**src/rtl/i2c_pkg.sv**
```systemverilog
// Shared definitions for the I2C write sequencer: engine command codes, ACK levels and FSM states.
package i2c_pkg;

  localparam logic [1:0] I2C_CMD_START = 2'b00;
  localparam logic [1:0] I2C_CMD_STOP  = 2'b01;
  localparam logic [1:0] I2C_CMD_TX    = 2'b10;

  localparam logic I2C_ACK  = 1'b0;
  localparam logic I2C_NACK = 1'b1;

  typedef enum logic [3:0] {
    StIdle,
    StIssueStart,
    StWaitStart,
    StIssueAddr,
    StWaitAddr,
    StIssueData,
    StWaitData,
    StIssueStop,
    StWaitStop
  } seq_state_e;

endpackage

```
**src/rtl/i2c_tx_fifo.sv**
```systemverilog
// Synchronous write-data FIFO; pointers carry one extra wrap bit to separate full from empty.
module i2c_tx_fifo #(
  parameter int unsigned Depth = 4,
  parameter int unsigned Width = 8
) (
  input  logic             clk_i,
  input  logic             reset_i,
  input  logic             push_i,
  input  logic [Width-1:0] push_data_i,
  output logic             push_ready_o,
  input  logic             pop_i,
  output logic [Width-1:0] pop_data_o,
  output logic             empty_o
);

  localparam int unsigned PtrW = $clog2(Depth);
  localparam logic [PtrW:0] PtrOne = 1;

  logic [Width-1:0] mem_q [Depth];
  logic [PtrW:0]    wr_ptr_q, rd_ptr_q;
  logic             full, do_push, do_pop;

  assign empty_o = (wr_ptr_q == rd_ptr_q);
  assign full    = (wr_ptr_q[PtrW] != rd_ptr_q[PtrW]) &&
                   (wr_ptr_q[PtrW-1:0] == rd_ptr_q[PtrW-1:0]);
  assign do_pop  = pop_i && !empty_o;
  // A pop in the same cycle frees a slot, so a full FIFO can still take a push.
  assign push_ready_o = !full || do_pop;
  assign do_push      = push_i && push_ready_o;
  assign pop_data_o   = mem_q[rd_ptr_q[PtrW-1:0]];

  always_ff @(posedge clk_i) begin
    if (reset_i) begin
      wr_ptr_q <= '0;
      rd_ptr_q <= '0;
    end else begin
      if (do_push) wr_ptr_q <= wr_ptr_q + PtrOne;
      if (do_pop)  rd_ptr_q <= rd_ptr_q + PtrOne;
    end
  end

  always_ff @(posedge clk_i) begin
    if (do_push) mem_q[wr_ptr_q[PtrW-1:0]] <= push_data_i;
  end

endmodule

```
**src/rtl/i2c_write_sequencer.sv**
```systemverilog
// Sequences START / TX address / TX data bytes / STOP on the I2C bit engine for one write transfer,
// generating the bus-phase tick and checking every ACK.
module i2c_write_sequencer
  import i2c_pkg::*;
#(
  parameter int unsigned FIFO_DEPTH = 4
) (
  input  logic        clk,
  input  logic        reset,
  input  logic [15:0] clocksPerCycle,
  input  logic        xferStart,
  input  logic        xferAbort,
  input  logic [6:0]  slaveAddr,
  input  logic [7:0]  byteCount,
  input  logic [7:0]  wrData,
  input  logic        wrValid,
  output logic        wrReady,
  output logic        busy,
  output logic        done,
  output logic        nackError,
  output logic [7:0]  bytesSent,
  output logic        cycleDone,
  output logic [1:0]  i2cCommand,
  output logic [7:0]  i2cWriteData,
  output logic        i2cTransactionValid,
  input  logic        i2cBusy,
  input  logic        i2cWriteAck,
  input  logic [7:0]  i2cReadData,
  input  logic        i2cReadDataValid
);

  seq_state_e  state_q, state_d;
  logic [6:0]  addr_q, addr_d;
  logic [7:0]  remaining_q, remaining_d;
  logic [7:0]  bytes_sent_q, bytes_sent_d;
  logic        nack_q, nack_d;
  logic [15:0] tick_cnt_q, tick_cnt_d;
  logic [15:0] tick_last_q, tick_last_d;
  logic [15:0] cpc_last;
  logic        tick, accept, fifo_pop, fifo_empty, ack_bit;
  logic [7:0]  fifo_head;
  logic        unused_read_data;

  assign unused_read_data = ^i2cReadData[7:1];
  assign ack_bit          = i2cReadData[0];

  // The period is only reloaded at the wrap so a mid-period change never shortens a phase.
  assign cpc_last = (clocksPerCycle == 16'd0) ? 16'd0 : clocksPerCycle - 16'd1;
  assign tick     = (tick_cnt_q >= tick_last_q);

  always_comb begin
    tick_cnt_d  = tick_cnt_q + 16'd1;
    tick_last_d = tick_last_q;
    if (tick) begin
      tick_cnt_d  = 16'd0;
      tick_last_d = cpc_last;
    end
  end

  assign cycleDone = tick;
  assign accept    = i2cTransactionValid && tick && !i2cBusy;
  assign fifo_pop  = (state_q == StIssueData) && i2cWriteAck;

  i2c_tx_fifo #(
    .Depth (FIFO_DEPTH),
    .Width (8)
  ) u_fifo (
    .clk_i        (clk),
    .reset_i      (reset),
    .push_i       (wrValid),
    .push_data_i  (wrData),
    .push_ready_o (wrReady),
    .pop_i        (fifo_pop),
    .pop_data_o   (fifo_head),
    .empty_o      (fifo_empty)
  );

  always_comb begin
    state_d             = state_q;
    addr_d              = addr_q;
    remaining_d         = remaining_q;
    bytes_sent_d        = bytes_sent_q;
    nack_d              = nack_q;
    i2cTransactionValid = 1'b0;
    i2cCommand          = I2C_CMD_START;
    i2cWriteData        = 8'h00;
    done                = 1'b0;

    if (fifo_pop) remaining_d = remaining_q - 8'd1;

    unique case (state_q)
      StIdle: begin
        if (xferStart) begin
          state_d      = StIssueStart;
          addr_d       = slaveAddr;
          remaining_d  = byteCount;
          bytes_sent_d = 8'd0;
          nack_d       = 1'b0;
        end
      end
      StIssueStart: begin
        i2cTransactionValid = 1'b1;
        i2cCommand          = I2C_CMD_START;
        if (accept) state_d = StWaitStart;
      end
      StWaitStart: begin
        if (!i2cBusy) state_d = xferAbort ? StIssueStop : StIssueAddr;
      end
      StIssueAddr: begin
        i2cTransactionValid = 1'b1;
        i2cCommand          = I2C_CMD_TX;
        i2cWriteData        = {addr_q, 1'b0};
        if (accept) state_d = StWaitAddr;
      end
      StWaitAddr: begin
        if (i2cReadDataValid && ack_bit == I2C_NACK) begin
          nack_d  = 1'b1;
          state_d = StIssueStop;
        end else if (!i2cBusy) begin
          state_d = (xferAbort || remaining_q == 8'd0) ? StIssueStop : StIssueData;
        end
      end
      StIssueData: begin
        i2cCommand = I2C_CMD_TX;
        if (fifo_empty) begin
          // Underrun: the engine holds SCL low until a byte arrives or we give up.
          if (xferAbort) state_d = StIssueStop;
        end else begin
          i2cTransactionValid = 1'b1;
          i2cWriteData        = fifo_head;
          if (accept) state_d = StWaitData;
        end
      end
      StWaitData: begin
        if (i2cReadDataValid && ack_bit == I2C_NACK) begin
          nack_d  = 1'b1;
          state_d = StIssueStop;
        end else begin
          if (i2cReadDataValid) bytes_sent_d = bytes_sent_q + 8'd1;
          if (!i2cBusy) begin
            state_d = (xferAbort || remaining_q == 8'd0) ? StIssueStop : StIssueData;
          end
        end
      end
      StIssueStop: begin
        i2cTransactionValid = 1'b1;
        i2cCommand          = I2C_CMD_STOP;
        if (accept) state_d = StWaitStop;
      end
      StWaitStop: begin
        if (!i2cBusy) begin
          done    = 1'b1;
          state_d = StIdle;
        end
      end
      default: state_d = StIdle;
    endcase
  end

  always_ff @(posedge clk) begin
    if (reset) begin
      state_q      <= StIdle;
      addr_q       <= 7'd0;
      remaining_q  <= 8'd0;
      bytes_sent_q <= 8'd0;
      nack_q       <= 1'b0;
      tick_cnt_q   <= 16'd0;
      tick_last_q  <= cpc_last;
    end else begin
      state_q      <= state_d;
      addr_q       <= addr_d;
      remaining_q  <= remaining_d;
      bytes_sent_q <= bytes_sent_d;
      nack_q       <= nack_d;
      tick_cnt_q   <= tick_cnt_d;
      tick_last_q  <= tick_last_d;
    end
  end

  assign busy      = (state_q != StIdle);
  assign nackError = nack_q;
  assign bytesSent = bytes_sent_q;

endmodule

```
**config.mk**
```make
export PLATFORM = sky130hd
export DESIGN_NAME = i2c_write_sequencer
export DESIGN_NICKNAME = d
export VERILOG_FILES = /design/src/rtl/i2c_pkg.sv /design/src/rtl/i2c_tx_fifo.sv /design/src/rtl/i2c_write_sequencer.sv
export SDC_FILE = /design/constraint.sdc
export NUM_CORES = 1
export LEC_CHECK = 0
export ABC_CLOCK_PERIOD_IN_PS = 5410
export CAP_MARGIN = 20
export CORE_MARGIN = 10
export CORE_UTILIZATION = 35
export CTS_CLUSTER_DIAMETER = 150
export DETAILED_ROUTE_END_ITERATION = 8
export GPL_TIMING_DRIVEN = 0
export PLACE_DENSITY = 0.6
export SYNTH_ARGS = -nofsm -noshare
export SYNTH_HDL_FRONTEND = slang
export SYNTH_SLANG_ARGS = --single-unit
```
**constraint.sdc**
```tcl
create_clock -name clk -period 5.41 [get_ports clk]
set_input_delay 1.082 -clock clk [delete_from_list [all_inputs] [get_ports clk]]
set_output_delay 1.082 -clock clk [all_outputs]
set_load 0.01 [all_outputs]
```
==> Word-level counts from Yosys, hierarchy flattened <==
Memory sizes are Yosys's and may differ from the RTL's. A register that Yosys moved wholly into a read port is not among the register bits.
Index checks and enable logic that the tools add are counted.
{ "word_totals": {"ram_bits": 32, "memories": 1, "wordCells": 105, "ff_bits": 66, "input_bits": 55, "out_inout_bits": 24} }
{ "classes": {"n_addsub": 6, "eq_ne": 23, "n_reduce_logical": 27, "muxes": 38, "n_lt_le_gt_ge": 1} }
{ "mem_list": {"columns": ["memory", "depth", "word_bits", "rd", "rd_ports_with_merged_regs", "wr", "line", "rtl"], "rows": [
  ["u_fifo.mem_q", 4, 8, 1, 1, 1, "i2c_tx_fifo.sv:19", "logic [Width-1:0] mem_q [Depth];"]
]} }
{ "op_table": {"columns": ["operator", "count"], "rows": [
  ["8-bit two-way mux", 7],
  ["16-bit two-way mux", 3],
  ["4-bit two-way mux", 11],
  ["4-bit one-hot mux with 8 select lines", 1],
  ["8-bit one-hot mux with 2 select lines", 2],
  ["16-bit by 1-bit adder with 16-bit output, second input constant", 1],
  ["4-bit by 3-bit equality test with 1-bit output, second input constant", 4],
  ["16-bit >= comparator", 1],
  ["16-bit zero test", 1],
  ["2-bit != test, second input constant", 8],
  ["16-bit by 1-bit subtractor with 16-bit output, second input constant", 1],
  ["9-bit AND reduction", 1],
  ["8-bit by 1-bit adder with 8-bit output, second input constant", 1],
  ["4-bit by 2-bit equality test with 1-bit output, second input constant", 2],
  ["8-bit zero test", 1],
  ["8-bit by 1-bit subtractor with 8-bit output, second input constant", 1],
  ["1-bit logical AND", 7],
  ["1-bit two-way mux", 7],
  ["3-bit by 1-bit adder with 3-bit output, second input constant", 2],
  ["2-bit two-way mux", 3],
  ["3-bit by 2-bit != test with 1-bit output, second input constant", 2],
  ["2-bit nonzero test", 3],
  ["2-bit OR reduction", 3],
  ["4-bit by 1-bit equality test with 1-bit output, second input constant", 1],
  ["other kinds (17)", 21]
]} }

==> Depth between registers and ports, before layout <==
Gate-level depths: netlist of run 1.
{ "logic_depth": {"depth_word": 8, "depth_mapped": 10, "mapped_depth_nobuf": 8} }

==> Modules after synthesis <==
A second synthesis of run 1 with hierarchy kept.
{ "unflattened": {"cells_unflattened": 492, "hier_area_um2": 5182.5} }
{ "by_module_without_submodules": {"columns": ["module", "cells_each", "seq_area_each_um2", "n_inst", "area_each_um2"], "rows": [
  ["i2c_write_sequencer", 397, 1361.3, 1, 3499.6],
  ["i2c_tx_fifo", 95, 1121.1, 1, 1682.9]
]} }

==> Worst setup path after synthesis of run 1 <==
No wires, ideal clock.
{ "synth_timing": {"path_kind": "input -> output", "start": "input i2cWriteAck", "end": "output wrReady", "required_ns": 4.328, "cell_stages": 3, "n_path_buf": 1, "arrival_time_ns": 1.701, "slack_ns": 2.627, "cell_sequence": "and2_1 -> buf_4 -> or3_1"} }
{ "synth_between": {"elab_chain_cells": 3} }
{ "synth_lines": {"columns": ["element", "line", "rtl"], "rows": [
  ["start: declaration", "i2c_write_sequencer.sv:27", "input logic i2cWriteAck,"],
  ["1-bit logical AND", "i2c_write_sequencer.sv:62", "assign fifo_pop = (state_q == StIssueData) && i2cWriteAck;"],
  ["1-bit logical AND", "i2c_tx_fifo.sv:26", "assign do_pop = pop_i && !empty_o;"],
  ["1-bit logical OR", "i2c_tx_fifo.sv:28", "assign push_ready_o = !full || do_pop;"],
  ["end: declaration", "i2c_write_sequencer.sv:17", "output logic wrReady,"]
]} }
No other way between the ends.

==> Worst setup path after layout of run 1 <==
Ends and elaborated chain as after synthesis.

==> results of run 1 <==
## area by class of cell
cell class                      instances  share of cell area, %
Multi-Input combinational cell        326                   36.7
Clock buffer                            9                   3.63
Sequential cell                       100                   40.0
Clock inverter                          7                   1.31
Timing Repair Buffer                   70                   11.3
Inverter                               29                   1.75
Buffer                                 20                   1.71
Tap cell                              180                   3.63
## worst min-delay path, stage by stage, from the launching register on
cell	delay (ps)
dfxtp_1	320
nand2_1	50
a21oi_1	50
## power groups by stage
stage	clock, mW	sequential [mW]	combinational (mW)
after floorplan	0	0.887	0.219
after global placement	0	0.896	0.333
after detailed placement	0	0.897	0.340
after CTS	0.657	0.880	0.342
after global routing	0.693	0.886	0.383
final	0.639	0.880	0.338
## per-layer routing
layer  global-route usage (%)  up-vias
met1                     13.9     1717
met4                     3.79        0
met3                     2.59        8
met5                        0        -
met2                     18.3       56
li1                         -     1854
## cell families (layout without fill, tap and decap cells)
group	after synthesis	in the layout	share of synthesized area (%)
AND/OR/NAND/NOR	180	180	18.4
multiplexers	13	13	4.65
XOR/XNOR	43	43	7.57
flip-flops	100	100	49.9
AO/OA/AOI/OAI	64	64	8.62
adder cells (fa/ha/maj)	26	26	6.54
buffers and inverters	49	135	4.32
## final timing paths
| kind | startpoint | to | slack [ps] | depth (start not counted) |
|---|---|---|---|---|
| worst max-delay path | i2cWriteAck | wrReady | 1660 | 5 |
| worst min-delay path | addr_q[1]$_SDFFE_PP0P_ | addr_q[1]$_SDFFE_PP0P_ | 470 | 2 |
| worst max register to register | tick_cnt_q[0]$_SDFF_PP0_ | tick_last_q[14]$_SDFFCE_PN0P_ | 2830 | 9 |
| worst min register to register | addr_q[1]$_SDFFE_PP0P_ | addr_q[1]$_SDFFE_PP0P_ | 470 | 2 |
## cells in the final DEF (no fill, tap or decap), types with 3 or more instances in the layout
cell type	count
clkdlybuf4s50_1	70
nor2_1	57
dfxtp_1	52
edfxtp_1	48
nand2_1	41
inv_1	29
ha_1	26
a21oi_1	25
xor2_1	23
xnor2_1	20
nand3_1	18
nor3_1	13
clkbuf_1	12
o21ai_0	11
clkbuf_16	9
mux4_2	8
nand4_1	8
a32o_1	7
a211oi_1	7
and3_1	7
nand2b_1	6
and2_1	5
buf_2	4
mux2i_1	4
and4_1	3
a21o_1	3
nor4_1	3
or4_4	3
## state kept, by name, summed over array words and instances (netlist names), named ones only
name,cells
tick_cnt_q,16
nackError,1
tick_last_q,16
u_fifo.rd_ptr_q,3
u_fifo.mem_q,32
remaining_q,8
bytesSent,8
addr_q,7
state_q,4
u_fifo.wr_ptr_q,3
==> impl_metrics.env, run 1 <==
export IMPL_status="completed"
export IMPL_setup_viol=0
export IMPL_grt_overflow=0
export IMPL_antenna_found_initial=0
export IMPL_hp_class="reg2reg"
export IMPL_drt_total_wl_um=10600
export IMPL_grt_total_usage_pct=11.1
export IMPL_maxCapViolCount=0
export IMPL_synth_top_area_share_pct=29.0
export IMPL_worst_slew_pin_slew_ps=662
export IMPL_fin_crit_sh_pct=69.3
export IMPL_final_area_mm2=0.00621
export IMPL_switching_share_pct=28.7
export IMPL_rows=43
export IMPL_path_buf_inv=3
export IMPL_drive_gt1_share_pct=8.02
export IMPL_grt_max_degree=26
export IMPL_internal_power_mw=1.33
export IMPL_pre_cts_ws_ps=1640
export IMPL_hold_worst_slack_ps=467
export IMPL_cp_end_kind="output port"
export IMPL_fin_tns_setup_ps=0
export IMPL_die_x_um=139
export IMPL_critPathSlowestCell="clkdlybuf4s50_1"
export IMPL_synth_largest_area_cell="edfxtp_1"
export IMPL_fin_cells=741
export IMPL_cts_sinks=100
export IMPL_dr_total_vias=3635
export IMPL_yosys_top_cells_area="edfxtp_1 (29%), dfxtp_1 (21%), ha_1 (6.5%)"
export IMPL_clockRootBuffer="clkbuf_16"
export IMPL_ir_worst_vdd_mv=0.159
export IMPL_path_class="in2out"
export IMPL_slew_headroom_pct=55.9
export IMPL_ys_seq_elements=100
export IMPL_cts_buffers_inserted=9
export IMPL_ff_latch_area_mm2=0.00248
export IMPL_fin_crit_ps=3750
export IMPL_die_area_mm2=0.0194
export IMPL_p_comb_share_pct=18.2
export IMPL_ys_seq_area_share_pct=49.9
export IMPL_dr_pass1_iters=4
export IMPL_place_inst=725
export IMPL_vias_per_cell=4.91
export IMPL_yosysWarningCount=0
export IMPL_cpPeakStageDelay_ps=500
export IMPL_rsz0062_at_grt="no"
export IMPL_drtAntennaViolNets=0
export IMPL_cp_arrival_ps=2670
export IMPL_drc=0
export IMPL_start_util_pct=35.8
export IMPL_power_density_mw_per_mm2=299
export IMPL_cp_required_ps=4330
export IMPL_total_power_mw=1.86
export IMPL_highest_layer="met4"
export IMPL_placed_area_mm2=0.00590
export IMPL_io_pins=79
export IMPL_cts_resized=0
export IMPL_path_clk_slew_ps=70
export IMPL_core_area_mm2=0.0139
export IMPL_grt_pass1_wl_um=18000
export IMPL_crit_path_frequent_cell="clkdlybuf4s50_1"
export IMPL_synth_flop_cell="dfxtp_1"
export IMPL_fin_util_pct=44.7
export IMPL_wl_met2_um=5160
export IMPL_max_clock_freq_ghz=0.267
export IMPL_slew_viol_final=0
export IMPL_synth_cells=475
export IMPL_cts_hold_buffers=0
export IMPL_synth_commonest_cells="nor2_1 (57), dfxtp_1 (52), edfxtp_1 (48)"
export IMPL_wl_per_cell_um=14.4
export IMPL_crit_chain="clkdlybuf4s50_1 -> and2_1 -> buf_4 -> or3_1 -> clkdlybuf4s50_1"
export IMPL_syn_num_nets=556
export IMPL_avgSynthCellArea_um2=10.5
export IMPL_timing_final_ws_setup_ps=1660
export IMPL_p_sw_mw=0.532
export IMPL_clock_power_share_pct=34.4
export IMPL_cts_tree="yes"
export IMPL_drt_iter0_drc=190
export IMPL_clkLatencyLatePin_ps=340
export IMPL_seqPwrFrac_pct=47.4
export IMPL_crit_family="buffers and inverters"
export IMPL_hold_viol=0
export IMPL_met1_length_um=5010
export IMPL_leakagePower_nw=2.33
export IMPL_cts_buffer_depth=2
export IMPL_hpwl_um=8200
export IMPL_wl_met3_um=326
export IMPL_syn2layout_area_growth_pct=24.8
export IMPL_worstPathMaxFanout=10
export IMPL_io_buffers=70
export IMPL_skew_ps=6.98
export IMPL_final_nets=637
export IMPL_die_h_um=139
export IMPL_yosysMostFrequentCell="nor2_1"
export IMPL_yosys_cell_types_count=53
export IMPL_synth_edf_count=48
export IMPL_grt_pass1_vias=3725
export IMPL_synthArstFlopShare_pct=0
export IMPL_antenna_cells=0
export IMPL_cts_setup_buffers=0
export IMPL_synth_area_mm2=0.00498
export IMPL_htreeDepth=3
export IMPL_gp_congestion=0.834
export IMPL_multi_input_area_mm2=0.00228
export IMPL_nFillCells=1333
export IMPL_cp_start_kind="input port"
(Power assumes the default switching activity.)
==> run 2: changes to the inputs <==
--- a/config.mk
+++ b/config.mk
@@ -5,7 +5,7 @@
 export SDC_FILE = /design/constraint.sdc
 export NUM_CORES = 1
 export LEC_CHECK = 0
-export ABC_CLOCK_PERIOD_IN_PS = 5410
+export ABC_CLOCK_PERIOD_IN_PS = 3850
 export CAP_MARGIN = 20
 export CORE_MARGIN = 10
 export CORE_UTILIZATION = 35
==> constraint.sdc (replaced) <==
create_clock -name clk -period 3.85 [get_ports clk]
set_input_delay 0.77 -clock clk [delete_from_list [all_inputs] [get_ports clk]]
set_output_delay 0.77 -clock clk [all_outputs]
set_load 0.01 [all_outputs]
==> results of run 2 <==
Same layout as run 1 (identical final DEF). Status: completed.
Main changes from that run: setup slack after placement 1640 ps -> 704 ps; setup slack after layout 1660 ps -> 432 ps; start point of the critical path i2cWriteAck -> tick_cnt_q[0]$_SDFF_PP0_; end point of the critical path wrReady -> cycleDone; register-to-register setup slack 2830 ps -> 1270 ps; total power 1.86 mW -> 2.61 mW; worst IR drop on VDD 0.159 mV -> 0.223 mV
==> run 3: changes to the inputs <==
--- a/config.mk
+++ b/config.mk
@@ -15,4 +15,5 @@
 export PLACE_DENSITY = 0.6
 export SYNTH_ARGS = -nofsm -noshare
 export SYNTH_HDL_FRONTEND = slang
+export SYNTH_HIERARCHICAL = 1
 export SYNTH_SLANG_ARGS = --single-unit
==> impl_metrics.env, run 3 <==
export IMPL_cp_end_kind="output port"
export IMPL_path_class="reg2out"
export IMPL_drtAntennaViolNets=0
export IMPL_setup_viol=0
export IMPL_synth_cells=492
export IMPL_ys_seq_elements=100
export IMPL_grt_pass1_vias=3763
export IMPL_cts_buffer_depth=2
export IMPL_core_area_mm2=0.0145
export IMPL_nFillCells=1359
export IMPL_wl_per_cell_um=14.6
export IMPL_rrSetupSlack_ps=1180
export IMPL_cts_sinks=100
export IMPL_fin_tns_setup_ps=0
export IMPL_cts_resized=0
export IMPL_synthArstFlopShare_pct=0
export IMPL_path_clk_slew_ps=70
export IMPL_drc=0
export IMPL_antenna_cells=0
export IMPL_slew_headroom_pct=55.1
export IMPL_dr_total_vias=3712
export IMPL_yosys_top_cells_area="edfxtp_1 (28%), dfxtp_1 (20%), ha_1 (6.3%)"
export IMPL_drt_iter0_drc=301
export IMPL_antenna_found_initial=0
export IMPL_gp_congestion=0.799
export IMPL_largest_reg_flops=32
export IMPL_leakagePower_nw=2.34
export IMPL_yosysMostFrequentCell="nor2_1"
export IMPL_drive_gt1_share_pct=10.0
export IMPL_r2r_cells=9
export IMPL_rows=44
export IMPL_synth_flop_cell="dfxtp_1"
export IMPL_worstPathMaxFanout=5
export IMPL_endpoint="cycleDone"
export IMPL_synth_area_mm2=0.00518
export IMPL_syn2layout_area_growth_pct=24.0
export IMPL_synth_edf_count=48
export IMPL_io_buffers=70
export IMPL_final_nets=654
export IMPL_layout_common_cells="clkdlybuf4s50_1 (70), nor2_1 (56), dfxtp_1 (52), edfxtp_1 (48), nand2_1 (43)"
export IMPL_die_x_um=142
export IMPL_slew_viol_final=0
export IMPL_drt_total_wl_um=11100
export IMPL_clockRootBuffer="clkbuf_16"
export IMPL_skew_ps=8.64
export IMPL_yosysWarningCount=6
export IMPL_synth_largest_area_cell="edfxtp_1"
export IMPL_htreeDepth=3
export IMPL_io_pins=79
export IMPL_cp_start_kind="register"
export IMPL_start_util_pct=35.7
export IMPL_grt_max_degree=26
export IMPL_r2r_start="tick_cnt_q[0]$_SDFF_PP0_"
export IMPL_grt_total_usage_pct=11.3
export IMPL_avgSynthCellArea_um2=10.5
export IMPL_maxCapViolCount=0
export IMPL_die_area_mm2=0.0201
export IMPL_hold_viol=0
export IMPL_final_area_mm2=0.00642
export IMPL_hpwl_um=8510
export IMPL_cts_tree="yes"
export IMPL_cp_required_ps=3080
export IMPL_die_h_um=142
export IMPL_fin_crit_ps=3460
export IMPL_cts_hold_buffers=0
export IMPL_timing_rr_end="tick_last_q[0]$_SDFFCE_PN0P_"
export IMPL_rsz0062_at_grt="no"
export IMPL_grt_pass1_wl_um=18500
export IMPL_clkLatencyLatePin_ps=360
export IMPL_cp_arrival_ps=2690
export IMPL_ir_worst_vdd_mv=0.235
export IMPL_syn_num_nets=573
export IMPL_ys_seq_area_share_pct=47.9
export IMPL_worst_slew_pin_slew_ps=674
export IMPL_cts_buffers_inserted=9
export IMPL_synth_top_area_share_pct=27.8
export IMPL_final_common_cell="clkdlybuf4s50_1"
export IMPL_grt_overflow=0
export IMPL_placed_area_mm2=0.00611
export IMPL_synth_commonest_cells="nor2_1 (56), dfxtp_1 (52), edfxtp_1 (48)"
export IMPL_vias_per_cell=4.87
export IMPL_dr_pass1_iters=4
export IMPL_min_path_cells=2
export IMPL_max_clock_freq_ghz=0.289
export IMPL_fin_crit_sh_pct=89.7
export IMPL_crit_start="tick_cnt_q[0]$_SDFF_PP0_"
export IMPL_power_density_mw_per_mm2=438
export IMPL_yosys_cell_types_count=65
export IMPL_cts_setup_buffers=0
export IMPL_hp_class="reg2reg"
export IMPL_status="completed"
## run 3: cell count changes in the layout (fill, tap and decap cells not counted), moves of 7 or more
cell     change
o21ai_1      +7
a22o_1       +7
a32o_1       -7
o21ai_0      -7
## run 3: final cells by class
type | instances | area (um2) | area share [%]
Sequential cell | 100 | 2480 | 38.6
Timing Repair Buffer | 70 | 701 | 10.9
Inverter | 31 | 116 | 1.81
Buffer | 19 | 97.6 | 1.52
Multi-Input combinational cell | 342 | 2490 | 38.7
Clock buffer | 9 | 225 | 3.51
Clock inverter | 7 | 86.3 | 1.34
Tap cell | 184 | 230 | 3.58
## run 3: stage by stage
| stage | worst slack [ps] | power, mW | utilization (%) | cells | hold WS (ps) |
|---|---|---|---|---|---|
| 2_1_floorplan | 1470 | 1.70 | - | 492 | 437 |
| 3_3_place_gp | 698 | 1.90 | 42.1 | 746 | 444 |
| 3_5_place_dp | 688 | 1.91 | 42.1 | 746 | 449 |
| 4_1_cts | 286 | 2.85 | 44.2 | 762 | 460 |
| 5_1_grt | 210 | 2.97 | 44.2 | 762 | 490 |
| 6_report | 395 | 2.81 | 44.2 | 762 | 454 |
## run 3: cell families (layout without fill, tap and decap cells)
group | after synthesis | after routing | synth area share (%)
adders and majority gates | 26 | 26 | 6.28
DFF | 100 | 100 | 47.9
xor gates and xnor gates | 37 | 37 | 6.69
muxes | 18 | 18 | 5.60
AOI/OAI and AO/OA | 68 | 68 | 9.25
buffers and inverters | 50 | 136 | 4.13
and+or+nand+nor | 193 | 193 | 20.2
## run 3: layer usage
| layer | vias up | global-route usage [%] | wire (um) |
|---|---|---|---|
| met3 | 10 | 2.94 | 508 |
| met4 | 0 | 4.20 | 149 |
| met5 | - | 0 | 0 |
| met2 | 64 | 17.9 | 5300 |
| met1 | 1720 | 14.6 | 5150 |
| li1 | 1918 | - | - |
## run 3: worst min path at each step
stage	start	endpoint	slack, ps
3_3_place_gp	nackError$_SDFFE_PP0P_	nackError$_SDFFE_PP0P_	440
3_5_place_dp	nackError$_SDFFE_PP0P_	nackError$_SDFFE_PP0P_	450
5_1_grt	addr_q[2]$_SDFFE_PP0P_	addr_q[2]$_SDFFE_PP0P_	490
4_1_cts	nackError$_SDFFE_PP0P_	nackError$_SDFFE_PP0P_	460
2_1_floorplan	addr_q[0]$_SDFFE_PP0P_	addr_q[0]$_SDFFE_PP0P_	440
6_report	nackError$_SDFFE_PP0P_	nackError$_SDFFE_PP0P_	450
## run 3: where the power goes
group	switching [mW]	internal, mW	total, mW
registers	0.0683	1.21	1.28
logic	0.341	0.272	0.613
clock network	0.455	0.467	0.922
## run 3: worst max-delay path, cell delays in order, from the launching register on
cell and delay [ps]:
dfxtp_1 410, inv_1 60, ha_1 280, nand2b_1 130, a2111o_1 410, a32oi_1 360, nand2_1 160, clkdlybuf4s50_1 510
